**config.mk**
```make
export PLATFORM = sky130hd
export DESIGN_NAME = fwd_sel_stage
export DESIGN_NICKNAME = d
export VERILOG_FILES = /design/src/rtl/fwd_sel_stage.sv
export SDC_FILE = /design/constraint.sdc
export NUM_CORES = 1
export LEC_CHECK = 0
export BUFFER_PORTS_ARGS = -buffer_cell sky130_fd_sc_hd__clkbuf_2
export CAP_MARGIN = 20
export CORE_MARGIN = 10
export CORE_UTILIZATION = 48
export DETAILED_ROUTE_END_ITERATION = 10
export HOLD_SLACK_MARGIN = 0.06
export PLACE_DENSITY = 0.79
export SYNTH_ARGS = -nofsm -noshare
export SYNTH_HDL_FRONTEND = slang
export SYNTH_SLANG_ARGS = --single-unit
```
**constraint.sdc**
```tcl
create_clock -name clk -period 2.1 [get_ports clk]
set_input_delay 0.105 -clock clk [delete_from_list [all_inputs] [get_ports clk]]
set_output_delay 0.105 -clock clk [all_outputs]
set_load 0.02 [all_outputs]
```
**src/rtl/fwd_sel_stage.sv**
```systemverilog
// Operand forwarding select stage: registers the MUX8 select/enable for both
// ALU operands and inserts a one-cycle bubble on a load-use hazard.
module fwd_sel_stage #(
   parameter int unsigned STALL_CNT_W = 16
) (
   input  logic                   clk,
   input  logic                   rst_n,
   input  logic                   id_valid,
   input  logic [4:0]             id_rs,
   input  logic [4:0]             id_rt,
   input  logic                   id_uses_rs,
   input  logic                   id_uses_rt,
   input  logic                   id_imm_b,
   input  logic                   id_shamt_a,
   input  logic                   ex_wr,
   input  logic                   ex_is_load,
   input  logic [4:0]             ex_rd,
   input  logic                   mem_wr,
   input  logic [4:0]             mem_rd,
   input  logic                   wb_wr,
   input  logic [4:0]             wb_rd,
   input  logic                   flush,
   output logic [2:0]             sel_a,
   output logic [2:0]             sel_b,
   output logic                   dis_a,
   output logic                   dis_b,
   output logic                   ex_valid,
   output logic                   stall_out,
   output logic [STALL_CNT_W-1:0] stall_cnt
);

   localparam logic [2:0] SEL_RF    = 3'b000;
   localparam logic [2:0] SEL_EX    = 3'b001;
   localparam logic [2:0] SEL_MEM   = 3'b010;
   localparam logic [2:0] SEL_WB    = 3'b011;
   localparam logic [2:0] SEL_IMM   = 3'b100;
   localparam logic [2:0] SEL_SHAMT = 3'b101;

   typedef enum logic {RUN = 1'b0, STALL = 1'b1} state_t;

   state_t     state;
   state_t     state_nxt;
   logic [2:0] fwd_a_c;
   logic [2:0] fwd_b_c;
   logic       dep_a_c;
   logic       dep_b_c;
   logic       hazard_c;
   logic       cnt_inc_c;
   logic [2:0] sel_a_nxt;
   logic [2:0] sel_b_nxt;
   logic       dis_a_nxt;
   logic       dis_b_nxt;
   logic       ex_valid_nxt;

   // Forward source for operand A: youngest producer wins, r0 never forwarded.
   always_comb begin
      fwd_a_c = SEL_RF;
      if (id_rs != 5'd0) begin
         if (ex_wr && (ex_rd == id_rs))        fwd_a_c = SEL_EX;
         else if (mem_wr && (mem_rd == id_rs)) fwd_a_c = SEL_MEM;
         else if (wb_wr && (wb_rd == id_rs))   fwd_a_c = SEL_WB;
      end
   end

   // Forward source for operand B: same priority as operand A.
   always_comb begin
      fwd_b_c = SEL_RF;
      if (id_rt != 5'd0) begin
         if (ex_wr && (ex_rd == id_rt))        fwd_b_c = SEL_EX;
         else if (mem_wr && (mem_rd == id_rt)) fwd_b_c = SEL_MEM;
         else if (wb_wr && (wb_rd == id_rt))   fwd_b_c = SEL_WB;
      end
   end

   // Load-use detection; overridden operands do not read the register file.
   always_comb begin
      dep_a_c   = id_uses_rs && !id_shamt_a && (id_rs != 5'd0) && (id_rs == ex_rd);
      dep_b_c   = id_uses_rt && !id_imm_b   && (id_rt != 5'd0) && (id_rt == ex_rd);
      hazard_c  = (state == RUN) && id_valid && ex_wr && ex_is_load && (dep_a_c || dep_b_c);
      stall_out = rst_n && hazard_c && !flush;
   end

   // FSM state register.
   always_ff @(posedge clk or negedge rst_n) begin
      if (!rst_n) state <= RUN;
      else        state <= state_nxt;
   end

   // Next state and next registered operand controls; bubble is the default.
   always_comb begin
      state_nxt    = state;
      cnt_inc_c    = 1'b0;
      ex_valid_nxt = 1'b0;
      sel_a_nxt    = SEL_RF;
      sel_b_nxt    = SEL_RF;
      dis_a_nxt    = 1'b1;
      dis_b_nxt    = 1'b1;
      case (state)
         RUN: begin
            if (hazard_c && !flush) begin
               state_nxt = STALL;
               cnt_inc_c = 1'b1;
            end
         end
         STALL:   state_nxt = RUN;
         default: state_nxt = RUN;
      endcase
      if (!flush && id_valid && !hazard_c) begin
         ex_valid_nxt = 1'b1;
         if (id_shamt_a) begin
            sel_a_nxt = SEL_SHAMT;
            dis_a_nxt = 1'b0;
         end else if (id_uses_rs) begin
            sel_a_nxt = fwd_a_c;
            dis_a_nxt = 1'b0;
         end
         if (id_imm_b) begin
            sel_b_nxt = SEL_IMM;
            dis_b_nxt = 1'b0;
         end else if (id_uses_rt) begin
            sel_b_nxt = fwd_b_c;
            dis_b_nxt = 1'b0;
         end
      end
   end

   // Registered MUX8 controls and EX valid.
   always_ff @(posedge clk or negedge rst_n) begin
      if (!rst_n) begin
         sel_a    <= SEL_RF;
         sel_b    <= SEL_RF;
         dis_a    <= 1'b1;
         dis_b    <= 1'b1;
         ex_valid <= 1'b0;
      end else begin
         sel_a    <= sel_a_nxt;
         sel_b    <= sel_b_nxt;
         dis_a    <= dis_a_nxt;
         dis_b    <= dis_b_nxt;
         ex_valid <= ex_valid_nxt;
      end
   end

   // Saturating load-use stall counter.
   always_ff @(posedge clk or negedge rst_n) begin
      if (!rst_n)                          stall_cnt <= '0;
      else if (cnt_inc_c && (stall_cnt != '1)) stall_cnt <= stall_cnt + STALL_CNT_W'(1);
   end

endmodule

```
==> results of run 1 <==
==> critical path, delay by kind of cell <==
family / cells / cell delay (ns)
compound gates: 3 / 0.66
buf+inv: 2 / 0.71
simple gates: 3 / 0.75
==> power breakdown <==
| group | internal (mW) | switching [mW] |
|---|---|---|
| Combinational | 0.0847 | 0.0970 |
| Clock | 0.106 | 0.144 |
| Sequential | 0.509 | 0.00311 |
| Total | 0.700 | 0.244 |
==> timing repair <==
item                       in CTS  in global routing
setup buffers                   0                  3
hold endpoints to repair       29                  0
resized for setup               0                  1
hold buffers                    6                  0
setup endpoints to repair       0                  2
==> metal layers <==
| metal | track usage | routed length [um] | part of all wire | vias up |
|---|---|---|---|---|
| met5 | 0 | 0 | 0 | - |
| met4 | 0.0529 | 59 | 0.014 | 0 |
| met3 | 0.0495 | 408 | 0.095 | 6 |
| met2 | 0.246 | 2060 | 0.48 | 56 |
| met1 | 0.161 | 1770 | 0.41 | 700 |
| li1 | - | - | - | 751 |
==> synthesized netlist by cell type, drive strengths merged (2+ instances only) <==
cell type,n,area share
and2,3,0.012
xnor2,20,0.11
or4,2,0.0094
nor4,7,0.031
and3,6,0.023
o21ai,3,0.012
nand4,3,0.012
nand3,17,0.053
mux2,2,0.014
nor3,8,0.025
nor4b,3,0.016
nand2,14,0.033
xor2,23,0.13
a31oi,2,0.0078
nor2,8,0.019
a21oi,3,0.016
buf,2,0.010
inv,2,0.0047
a22o,2,0.011
dfrtp,24,0.37
dfstp,2,0.033
==> flip-flops by register name (all words and copies together) (netlist names) <==
signal,count
stall_cnt,16
sel_a,3
sel_b,3
dis_a,1
dis_b,1
ex_valid,1
state,1
==> cell families (layout without fill, tap and decap cells) <==
| logic type | after synthesis | count (layout) | synth area share |
|---|---|---|---|
| flip-flops | 26 | 26 | 0.407 |
| AO/OA/AOI/OAI | 11 | 11 | 0.0514 |
| buffers and inverters | 4 | 85 | 0.0148 |
| AND/OR/NAND/NOR | 78 | 78 | 0.264 |
| multiplexers | 3 | 3 | 0.0203 |
| adder cells (fa/ha/maj) | 1 | 1 | 0.00779 |
| XOR/XNOR | 43 | 43 | 0.235 |
==> final cells by class <==
type,count,share of cell area
clock buffer,4,0.0170
inverter,2,0.00352
tap,44,0.0258
timing repair buffer,79,0.212
sequential,26,0.306
multi-input combinational,136,0.436
==> worst min-delay path by stage <==
stage | start | endpoint | slack [ns] | depth (start not counted)
after floorplan | rst_n | ex_valid$_DFF_PN0_ | -0.19 | 0
after global placement | rst_n | stall_cnt[8]$_DFFE_PN0P_ | 0.15 | 2
after detailed placement | rst_n | stall_cnt[15]$_DFFE_PN0P_ | 0.15 | 2
after CTS | ex_wr | sel_a[1]$_DFF_PN0_ | 0.15 | 3
after global routing | ex_wr | sel_a[1]$_DFF_PN0_ | 0.18 | 3
final | ex_wr | sel_a[1]$_DFF_PN0_ | 0.16 | 3
==> run metrics, run 1 <==
gr usage total 0.144; outcome finished clean; FF+latch count, synth 26; Reg2Reg Depth 6; Final Skew roughly 0.0063 ns; worst slew pin tran a little under 0.5 ns; Initial Utilization 0.513; Vias ~1500; Final Worst Setup Slack around 0.13 ns; Layout Cells excl Fill slightly below 300; ratio of cells with drive above 1 in the final layout 0.344; pwr dens ~440 mW/mm^2; Crit. Startpoint id_rt[1]; Site Rows 20; Post-DRT Antenna Nets 0; CP max-delay cell dlygate4sd3_1; Finished Core Util 0.682; FF-to-FF setup slack ~0.15 ns; first-pass GRT wire length roughly 7300 um; Routed Wire Length around 4300 um; CTS H-tree lvls 1; Syn-to-layout area delta 33.0%; core area around 0.0031 mm^2; Post-synth ARST share 1.00; Slew headroom 0.675; number of nets in the layout 286; static leakage around 1.0 nW; Synthesized Nets about 200; Peak VDD IR around 0.00023 V; CTS Buf Count 3; Congestion Overflow GR 0; TritonRoute pass-1 iters 4; crit share post-route 0.938; Critical R2R Capture stall_cnt[1]$_DFFE_PN0P_; CTS Sinks 26; Hold Crit Class input pin to flip-flop; Worst-path clk slew about 0.13 ns; Setup crit end kind flip-flop; syn avg cell area around 9.7 um^2; placed wire-length estimate approximately 3600 um; crit path time final around 2 ns; WL per Instance between 10 and 15 um; vias in the first global route 1606; Max Root-Sink Buffers 2; WS Path Type input pin to flip-flop; Syn Inst Count between 150 and 200; worst-skew pair later-pin latency roughly 0.32 ns; Mapped Area 0.00161 mm^2; fillcell total approximately 260; Required @ worst endpoint 2.36 ns; # DRC 0; initial antenna violation count 0; crit-path max cell delay between 0.5 and 0.6 ns; post-route cell area 0.00213 mm^2; Placed Cells between 200 and 300; die area 0.00606 mm^2; Setup violations, final 0; die width approximately 78 um; crit path max fanout 9; Die Ht roughly 78 um; Distinct cells, synth 35; max cap viols 0; IO Port Bufs 62; Setup TNS 0 ns; Highest Clock Rate about 510 MHz; number of vias per cell roughly 5.2; crit path to dis_a$_DFF_PN1_; drt first-iter violations ~130; root buf cell clkbuf_4; Cell Chain, Critical Path clkbuf_2 > or4_1 > nor2_1 > nor3b_1 > a22o_2 > a21oi_4 > o21ai_0 > dlygate4sd3_1; yosys warns 0; RR Startpoint stall_cnt[4]$_DFFE_PN0P_; Final Hold Vio Count 0; arrival time at the worst endpoint approximately 2.2 ns; crit path launch type input pin; RSZ-0062 raised after global routing false; commonest cells after routing, fill and taps aside clkbuf_2 (62), dfrtp_1 (24), xor2_1 (23); leading cell type in the layout, fill and taps excluded clkbuf_2; Final Hold Slack ~0.16 ns; largest net degree at the start of global routing 27; register area around 650 um^2; TritonCTS clock tree done; post-placement cell area 0.00201 mm^2; Max Slew Vio Count 0; Post-synth EDFFs 0; top_reg_cell synth dfrtp_1; Multi-input gate area 930 um^2; diodes inserted 0; sequential area share after synthesis 0.407; Final Power roughly 0.94 mW; post-place setup slack 0.101 ns; global placement routability congestion about 0.86; I/O pin cnt 63
(Power assumes the default switching activity.)
==> run 2: changes to the inputs <==
--- a/config.mk
+++ b/config.mk
@@ -7,11 +7,13 @@
 export LEC_CHECK = 0
 export BUFFER_PORTS_ARGS = -buffer_cell sky130_fd_sc_hd__clkbuf_2
 export CAP_MARGIN = 20
+export CORE_ASPECT_RATIO = 1.1
 export CORE_MARGIN = 10
-export CORE_UTILIZATION = 48
+export CORE_UTILIZATION = 44
+export CTS_CLUSTER_DIAMETER = 150
 export DETAILED_ROUTE_END_ITERATION = 10
 export HOLD_SLACK_MARGIN = 0.06
-export PLACE_DENSITY = 0.79
+export PLACE_DENSITY = 0.76
 export SYNTH_ARGS = -nofsm -noshare
 export SYNTH_HDL_FRONTEND = slang
 export SYNTH_SLANG_ARGS = --single-unit
==> constraint.sdc (replaced) <==
create_clock -name clk -period 1.8 [get_ports clk]
set_input_delay 0.09 -clock clk [delete_from_list [all_inputs] [get_ports clk]]
set_output_delay 0.09 -clock clk [all_outputs]
set_load 0.02 [all_outputs]
==> run 2 against run 1 <==
Clock-buffer cell count is 1 lower. Global-route usage grew 0.41 points. Via count grew 8.9%. Setup slack lost 0.082 ns. Die area rose by 6.8%. First-iteration DRC count fell by 28%. Clock skew rose by 0.0022 ns. Cell count up 9.6%. Power up 33%. Critical path depth did not move. Non-clock buffer count increased by 24. Routed wire length is 14% higher. Largest power group unchanged.
==> run metrics, run 2 (synthesized netlist as in run 1, its figures left out) <==
Final Hold Slack 0.141 ns (was 0.161 ns); arrival time at the worst endpoint 1.66 ns (was 2.22 ns); placed wire-length estimate 4000 um (was 3550 um); outcome finished clean (unchanged); root buf cell clkbuf_4 (unchanged); Setup crit end kind output port (was flip-flop); max reg flops 16 (unchanged); Initial Utilization 0.470 (was 0.513); Setup TNS 0 ns (unchanged); Crit. Startpoint id_rs[2] (was id_rt[1]); first-pass GRT wire length 8030 um (was 7270 um); WS Path Type input pin to output port (was input pin to flip-flop); worst-skew pair later-pin latency 0.33 ns (was 0.32 ns); Final Hold Vio Count 0 (unchanged); Vias 1648 (was 1513); post-place setup slack -0.146 ns (was 0.101 ns); fillcell total 282 (was 262); Slew headroom 0.694 (was 0.675); number of nets in the layout 310 (was 286); Die Ht 83.4 um (was 77.8 um); Congestion Overflow GR 0 (unchanged); pwr dens 514 mW/mm^2 (was 442 mW/mm^2); Highest Clock Rate between 500 and 600 MHz; Placed Cells 307 (was 278); crit share post-route 0.973; CTS H-tree lvls 1 (unchanged); Site Rows 22 (was 20); die area 0.00647 mm^2 (was 0.00606 mm^2); diodes inserted 0 (unchanged); Final Skew 0.00850 ns (was 0.00633 ns); worst slew pin tran 0.455 ns (was 0.483 ns); TritonRoute pass-1 iters 4 (unchanged); commonest cells after routing, fill and taps aside clkbuf_2 (61), buf_4 (36), xor2_1 (23) (was clkbuf_2 (62), dfrtp_1 (24), xor2_1 (23)); Hold Crit Class input pin to flip-flop (unchanged); Setup violations, final 0 (unchanged); Post-DRT Antenna Nets 0 (unchanged); leading cell type in the layout, fill and taps excluded clkbuf_2 (unchanged); crit path launch type input pin (unchanged); Layout Cells excl Fill 319 (was 291); Final Power 1.25 mW (was 0.944 mW); Final Worst Setup Slack 0.0482 ns (was 0.130 ns); initial antenna violation count 0 (unchanged); Peak VDD IR 0.000269 V (was 0.000234 V); core area 0.00341 mm^2 (was 0.00313 mm^2); Syn-to-layout area delta 52.0% (was 33.0%); crit path time final approximately 1.8 ns; global placement routability congestion 0.872 (was 0.862); RR Startpoint stall_cnt[5]$_DFFE_PN0P_ (was stall_cnt[4]$_DFFE_PN0P_); gr usage total 0.148 (was 0.144); TritonCTS clock tree done (unchanged); number of vias per cell 5.17 (was 5.20); WL per Instance 15.4 um (was 14.8 um); CTS Buf Count 3 (unchanged); Worst-path clk slew 0.14 ns (was 0.13 ns); IO Port Bufs 62 (unchanged); vias in the first global route 1729 (was 1606); die width 77.6 um (was 77.8 um); Routed Wire Length 4900 um (was 4300 um); I/O pin cnt 63 (unchanged); hold wc startpoint ex_wr (unchanged); Max Slew Vio Count 0 (unchanged); CP max-delay cell or4_4 (was dlygate4sd3_1); ratio of cells with drive above 1 in the final layout 0.480 (was 0.344); Cell Chain, Critical Path clkbuf_2 > or4_4 > o21ai_4 > nor2_4 > a22o_4 > buf_4 > and3_4 > buf_6 (was clkbuf_2 > or4_1 > nor2_1 > nor3b_1 > a22o_2 > a21oi_4 > o21ai_0 > dlygate4sd3_1); largest net degree at the start of global routing 27 (unchanged); Max Root-Sink Buffers 2 (unchanged); crit-path max cell delay 0.55 ns (was 0.58 ns); CTS Sinks 26 (unchanged); crit path max fanout 5 (was 9); max cap viols 0 (unchanged); static leakage 1.20 nW (was 1.03 nW); most flop-heavy register stall_cnt (unchanged); drt first-iter violations 94 (was 131); Required @ worst endpoint 1.71 ns (was 2.36 ns); # DRC 0 (unchanged); biggest regs stall_cnt x16, sel_a x3, sel_b x3 (unchanged)
==> run 2: worst max-delay path: cells and delay by family <==
family	cells	cell delay (ns)
AOI/OAI and AO/OA	2	0.46
buffers and inverters	3	0.36
and+or+nand+nor	3	0.76
==> run 2: routing by layer <==
layer | track usage | routed length, um | up-vias
li1 | - | - | 799
met1 | 0.155 | 1820 | 759
met2 | 0.264 | 2540 | 77
met3 | 0.0409 | 403 | 13
met4 | 0.0660 | 142 | 0
met5 | 0 | 0 | -
==> run 2: final cells by class <==
class                      count  area [um^2]  area share
clock buffer                   3         22.5     0.00923
multi-input combinational    136         1020       0.418
timing repair buffer         103          637       0.261
sequential                    26          662       0.271
tap                           48         60.1      0.0246
clock inverter                 1         30.0      0.0123
inverter                       2         7.51     0.00308
==> run 2: path summary, 6_finish.rpt <==
check	endpoint	slack (ns)	cells after the start
max	stall_out	0.05	8
min	sel_b[1]$_DFF_PN0_	0.14	3
max reg2reg	stall_cnt[1]$_DFFE_PN0P_	0.09	7
min reg2reg	stall_cnt[15]$_DFFE_PN0P_	0.51	1
max in group asynchronous	dis_a$_DFF_PN1_	1.23	3
min in group asynchronous	stall_cnt[13]$_DFFE_PN0P_	0.28	3
==> run 2: what timing repair did <==
action / CTS / global route
resized for setup: 2 / 19
hold buffers: 5 / 0
endpoints found under the setup margin: 1 / 10
hold endpoints to repair: 31 / 0
setup buffers: 1 / 2
pin swaps: 1 / 9
==> run 2: report_power, final <==
group	leakage, nW	total [mW]	internal (mW)	switching, mW
clock	0.0279	0.412	0.225	0.186
combinational	0.831	0.245	0.117	0.127
sequential	0.337	0.597	0.594	0.00279
total	1.20	1.25	0.937	0.317
==> run 2: stage by stage <==
stage,cell area (um^2),util
after floorplan,1630,-
after global placement,2230,0.653
after detailed placement,2230,0.653
after CTS,2350,0.688
after global routing,2440,0.715
final,2440,0.715
